===== src/rtl/alu_sequencer.sv =====
`default_nettype none
// ============================================================================
// Module      : alu_sequencer
// Description : Command sequencer around an external combinational 16-bit
//               ALU. Accepts one command at a time, drives the ALU for the
//               arithmetic opcodes, keeps a 32-bit accumulator and sticky
//               error flags, and returns one response per command.
// Ports       : clk, rst           - clock, async active-high reset
//               CmdValid/CmdReady  - command handshake
//               CmdOpCode/Operand  - command opcode (4b) and operand (16b)
//               AluA/AluB/AluOpCode- ALU operand/opcode drive
//               AluResult/AluError - ALU result (32b), errors (ovf, div0)
//               Acc, ErrorSticky   - accumulator and sticky ALU errors
//               RspValid/RspReady  - response handshake, RspError status
//               Busy               - high whenever not idle
// Revision    : 1.0 - initial release
// ============================================================================
module alu_sequencer (
    input  logic        clk,
    input  logic        rst,
    input  logic        CmdValid,
    output logic        CmdReady,
    input  logic [3:0]  CmdOpCode,
    input  logic [15:0] CmdOperand,
    output logic [15:0] AluA,
    output logic [15:0] AluB,
    output logic [3:0]  AluOpCode,
    input  logic [31:0] AluResult,
    input  logic [1:0]  AluError,
    output logic [31:0] Acc,
    output logic [1:0]  ErrorSticky,
    output logic        RspValid,
    input  logic        RspReady,
    output logic [1:0]  RspError,
    output logic        Busy
);

    localparam logic [3:0] c_OP_NOOP  = 4'b0000;
    localparam logic [3:0] c_OP_CLEAR = 4'b0001;
    localparam logic [3:0] c_OP_LOAD  = 4'b0010;
    localparam logic [3:0] c_OP_ADD   = 4'b0100;
    localparam logic [3:0] c_OP_SUB   = 4'b0101;
    localparam logic [3:0] c_OP_MUL   = 4'b0110;
    localparam logic [3:0] c_OP_DIV   = 4'b0111;
    localparam logic [3:0] c_OP_MOD   = 4'b1000;

    localparam logic [1:0] c_ERR_ILLEGAL = 2'b11;

    typedef enum logic [1:0] {
        S_IDLE    = 2'd0,
        S_ISSUE   = 2'd1,
        S_CAPTURE = 2'd2,
        S_RESPOND = 2'd3
    } state_t;

    state_t      r_state_q,  w_state_d;
    logic [31:0] r_acc_q,    w_acc_d;
    logic [1:0]  r_sticky_q, w_sticky_d;
    logic [1:0]  r_rsp_err_q, w_rsp_err_d;
    logic [15:0] r_alu_a_q,  w_alu_a_d;
    logic [15:0] r_alu_b_q,  w_alu_b_d;
    logic [3:0]  r_alu_op_q, w_alu_op_d;

    always_ff @(posedge clk or posedge rst) begin
        if (rst) begin
            r_state_q   <= S_IDLE;
            r_acc_q     <= 32'd0;
            r_sticky_q  <= 2'b00;
            r_rsp_err_q <= 2'b00;
            r_alu_a_q   <= 16'd0;
            r_alu_b_q   <= 16'd0;
            r_alu_op_q  <= 4'd0;
        end else begin
            r_state_q   <= w_state_d;
            r_acc_q     <= w_acc_d;
            r_sticky_q  <= w_sticky_d;
            r_rsp_err_q <= w_rsp_err_d;
            r_alu_a_q   <= w_alu_a_d;
            r_alu_b_q   <= w_alu_b_d;
            r_alu_op_q  <= w_alu_op_d;
        end
    end

    always_comb begin
        w_state_d   = r_state_q;
        w_acc_d     = r_acc_q;
        w_sticky_d  = r_sticky_q;
        w_rsp_err_d = r_rsp_err_q;
        w_alu_a_d   = r_alu_a_q;
        w_alu_b_d   = r_alu_b_q;
        w_alu_op_d  = r_alu_op_q;

        case (r_state_q)
            S_IDLE: begin
                // CmdReady is high throughout IDLE, so CmdValid alone is the
                // accept condition here.
                if (CmdValid) begin
                    w_rsp_err_d = 2'b00;
                    w_state_d   = S_RESPOND;
                    case (CmdOpCode)
                        c_OP_NOOP: ;
                        c_OP_CLEAR: begin
                            w_acc_d    = 32'd0;
                            w_sticky_d = 2'b00;
                        end
                        c_OP_LOAD: begin
                            w_acc_d = {{16{CmdOperand[15]}}, CmdOperand};
                        end
                        c_OP_ADD, c_OP_SUB, c_OP_MUL, c_OP_DIV, c_OP_MOD: begin
                            // Only the low half of the accumulator is an ALU operand.
                            w_alu_a_d  = r_acc_q[15:0];
                            w_alu_b_d  = CmdOperand;
                            w_alu_op_d = CmdOpCode;
                            w_state_d  = S_ISSUE;
                        end
                        default: begin
                            w_rsp_err_d = c_ERR_ILLEGAL;
                        end
                    endcase
                end
            end
            S_ISSUE: begin
                // One cycle of settling time for the combinational ALU.
                w_state_d = S_CAPTURE;
            end
            S_CAPTURE: begin
                if (AluError == 2'b00) begin
                    w_acc_d     = AluResult;
                    w_rsp_err_d = 2'b00;
                end else begin
                    w_rsp_err_d = AluError;
                    w_sticky_d  = r_sticky_q | AluError;
                end
                w_alu_a_d  = 16'd0;
                w_alu_b_d  = 16'd0;
                w_alu_op_d = 4'd0;
                w_state_d  = S_RESPOND;
            end
            S_RESPOND: begin
                if (RspReady) begin
                    w_state_d = S_IDLE;
                end
            end
            default: begin
                w_state_d = S_IDLE;
            end
        endcase
    end

    assign CmdReady    = (r_state_q == S_IDLE);
    assign Busy        = (r_state_q != S_IDLE);
    assign RspValid    = (r_state_q == S_RESPOND);
    assign RspError    = r_rsp_err_q;
    assign Acc         = r_acc_q;
    assign ErrorSticky = r_sticky_q;
    assign AluA        = r_alu_a_q;
    assign AluB        = r_alu_b_q;
    assign AluOpCode   = r_alu_op_q;

endmodule
`default_nettype wire


===== config.mk =====
export PLATFORM = sky130hd
export DESIGN_NAME = alu_sequencer
export DESIGN_NICKNAME = d
export VERILOG_FILES = /design/src/rtl/alu_sequencer.sv
export SDC_FILE = /design/constraint.sdc
export NUM_CORES = 1
export LEC_CHECK = 0
export CAP_MARGIN = 20
export CORE_MARGIN = 1
export CORE_UTILIZATION = 35
export DETAILED_ROUTE_END_ITERATION = 6
export PLACE_DENSITY = 0.72
export RECOVER_POWER = 100
export REMOVE_ABC_BUFFERS = 1
export SLEW_MARGIN = 10
export SYNTH_ARGS = -nofsm -noshare
export SYNTH_HDL_FRONTEND = slang
export SYNTH_SLANG_ARGS = --single-unit

===== constraint.sdc =====
create_clock -name clk -period 2.8 [get_ports clk]
set_clock_uncertainty 0.15 [all_clocks]
set_input_delay 0.56 -clock clk [delete_from_list [all_inputs] [get_ports clk]]
set_output_delay 0.56 -clock clk [all_outputs]
set_load 0.05 [all_outputs]

==> metrics.txt <==
Period minus WS final=roughly 2.6 ns; combinational power share=around 60%; static leakage=about 2.5 nW; I/O pins=133; PnR Total Power=about 6 mW; Peak Freq=roughly 390 MHz; largest net degree at the start of global routing=51; mean post-synth cell area=approximately 11 sq um; RSZ-0062 raised after global routing=no; Detailed Routing Iterations Pass 1=4; vias in the first global route=between 2000 and 3000; CP required=roughly 2.1 ns; row count=36; NumNets Final=524; startpoint types=flip-flop; layout cell share with drive strength beyond 1=a little under a tenth; WL/cell=~14 microns; register share of total power=between 20% and 30%; Final Worst Setup Slack=between 0.2 and 0.25 ns; Post-Syn Instances=between 300 and 400; Hold WS=~0.33 ns; Clock transition at path regs=approximately 0.080 ns; Cell Area, Synth=roughly 0.0036 sq mm; most frequent cells in the layout=dfrtp_1 (74), dlygate4sd3_1 (74), nand2_1 (68); fin area=slightly above 0.005 sq mm; total global-route track usage=around 17%; number of synthesis warnings=0; WP data arrival=about 1.9 ns; initial DRC count=50; Int Pwr=3.109 mW; Vias=2834; Via density=4.723; Crit Path Max Fanout=8; clk_lat worst skew=0.34 ns; CTS root buffer=clkbuf_8; Max-Slew Margin vs Limit=-7.885%; min-delay worst type=flip-flop to flip-flop; die area=around 0.011 sq mm; placed cell area=0.005087 sq mm; PortBufs=132; ant diodes=0; final setup fails=0; post-CTS setup buffers=0; post-route insts no fill=600; Chip Width=~100 microns; wire length of the first global-routing pass=around 14 mm; Max-Cap Viols=1; post-synthesis sequential area ratio=approximately 52%; count of cell types in the netlist=29; clock share of power=13.5%; failing checks=max-capacitance violations, max-slew violations; Setup CP Type=flip-flop to primary output; Fin. Hold Viols=0; DRC viols=0; clock net sink count=74; Crit. End Element=primary output; number of antenna-violating nets in the routed design=0; setup TNS=0 ns; fillers=949; status=complete, but fails checks; H-tree depth=3; Place WS=roughly 0.082 ns; Sw Pwr=between 2 and 3 mW; Final Cycle Share=just over 90%; hpwl dp=6.120 mm; Die Ht=103.1 microns; deepest clock path buffer count=2; Final Wtd Congestion=~0.79; Final Max Tran Viols=35; worst vdd ir=between 0.6 and 0.7 mV; Yosys reg bits=74; final WL=8.408 mm; CORE AREA=between 0.009 and 0.01 sq mm; initial antenna violation count=0; initial cell density of the core=36.44%; dpl cells=585; Sw Share=48.29%; Final Core Density=between 50% and 60%; grt ovf=0; synthesis-to-layout area growth=44.13%; Num CTS Buffers=9; PwrDens=between 1000 and 1500 mW/mm^2; CTS tree=done; Worst Tran Pin Value=about 1.6 ns
-- cells by family after synthesis --
group	Yosys count	share of synthesized area, %
AND/OR/NAND/NOR	126	17.27
buffers and inverters	26	3.811
XOR/XNOR	1	0.2448
multiplexers	38	15.10
adder cells (fa/ha/maj)	3	1.049
flip-flops	74	51.75
AO/OA/AOI/OAI	60	10.77
-- critical path, cell delays in order, from the launching register on --
cell and delay [ns]:
dfrtp_1 0.41, inv_1 0.06, ha_1 0.28, inv_1 0.20, dlygate4sd2_1 0.56
-- path summary, 6_finish.rpt --
path,depth (start not counted),from,endpoint,slack [ns]
hold reg to reg,2,AluB[11],AluB[11],0.33
setup reg to reg,6,r_state_q[0],Acc[30],0.31
setup / recovery,4,r_state_q[1],Busy,0.23
max in group asynchronous,3,rst,Acc[14],0.76
min in group asynchronous,2,rst,AluA[1],0.91
hold / removal,2,AluB[11],AluB[11],0.33
-- Yosys cell counts --
master | instances | area (sq um)
nand3_2 | 1 | 10.01
or2b_1 | 1 | 7.510
o21a_1 | 1 | 7.510
xnor2_1 | 1 | 8.760
a31oi_1 | 2 | 12.51
nor2b_1 | 9 | 56.30
o2111a_1 | 1 | 11.26
o41ai_1 | 1 | 8.760
nor4b_1 | 2 | 17.52
nor2_1 | 5 | 18.77
nor3_1 | 5 | 25.02
buf_6 | 4 | 45.04
o31ai_2 | 2 | 25.02
inv_1 | 4 | 15.01
mux2_4 | 30 | 450.4
nor4_2 | 1 | 12.51
nand2b_1 | 33 | 206.5
nand2_1 | 68 | 255.2
o21ai_0 | 34 | 170.2
nand4b_1 | 1 | 8.760
ha_1 | 3 | 37.54
a21o_1 | 1 | 7.510
clkbuf_1 | 10 | 37.54
buf_1 | 1 | 3.750
a22o_1 | 14 | 122.6
a21oi_1 | 4 | 20.02
dfrtp_1 | 74 | 1852
buf_2 | 7 | 35.03
mux2_2 | 8 | 90.09
-- layer usage --
layer  GRT usage, %  up-vias  part of all wire (%)
met4          6.176        0                   1.7
met2          28.46       90                    46
met3          3.864       13                   5.8
li1               -     1387                     -
met5              0        -                     0
met1          21.13     1344                    46
-- flip-flops by register name, indices dropped and copies added, names as in the netlist --
register	flops
RspError	2
Acc	32
r_state_q	2
AluOpCode	4
ErrorSticky	2
AluB	16
AluA	16
-- layout make-up --
cell class	count	area (sq um)	share of cell area, %
Clock buffer	11	141.4	2.741
Clock inverter	4	51.30	0.9947
Inverter	4	16.27	0.3154
Multi-Input combinational cell	228	1498	29.04
Sequential cell	74	1852	35.90
Tap cell	133	166.4	3.227
Timing Repair Buffer	146	1433	27.78
-- power by group through the flow --
stage / Sequential, mW / Combinational, mW / Clock (mW)
global route: 1.69 / 3.84 / 0.891
detailed placement: 1.68 / 3.97 / 0
floorplan: 2.83 / 1.57 / 0
CTS: 1.67 / 3.96 / 0.841
finish: 1.65 / 3.55 / 0.814
global placement: 1.67 / 3.90 / 0
-- what timing repair did --
item	CTS	global route
resized for setup	1	1
hold buffers	0	0
endpoints found under the setup margin	1	1
No activity file was read; power rests on OpenSTA's default activity.
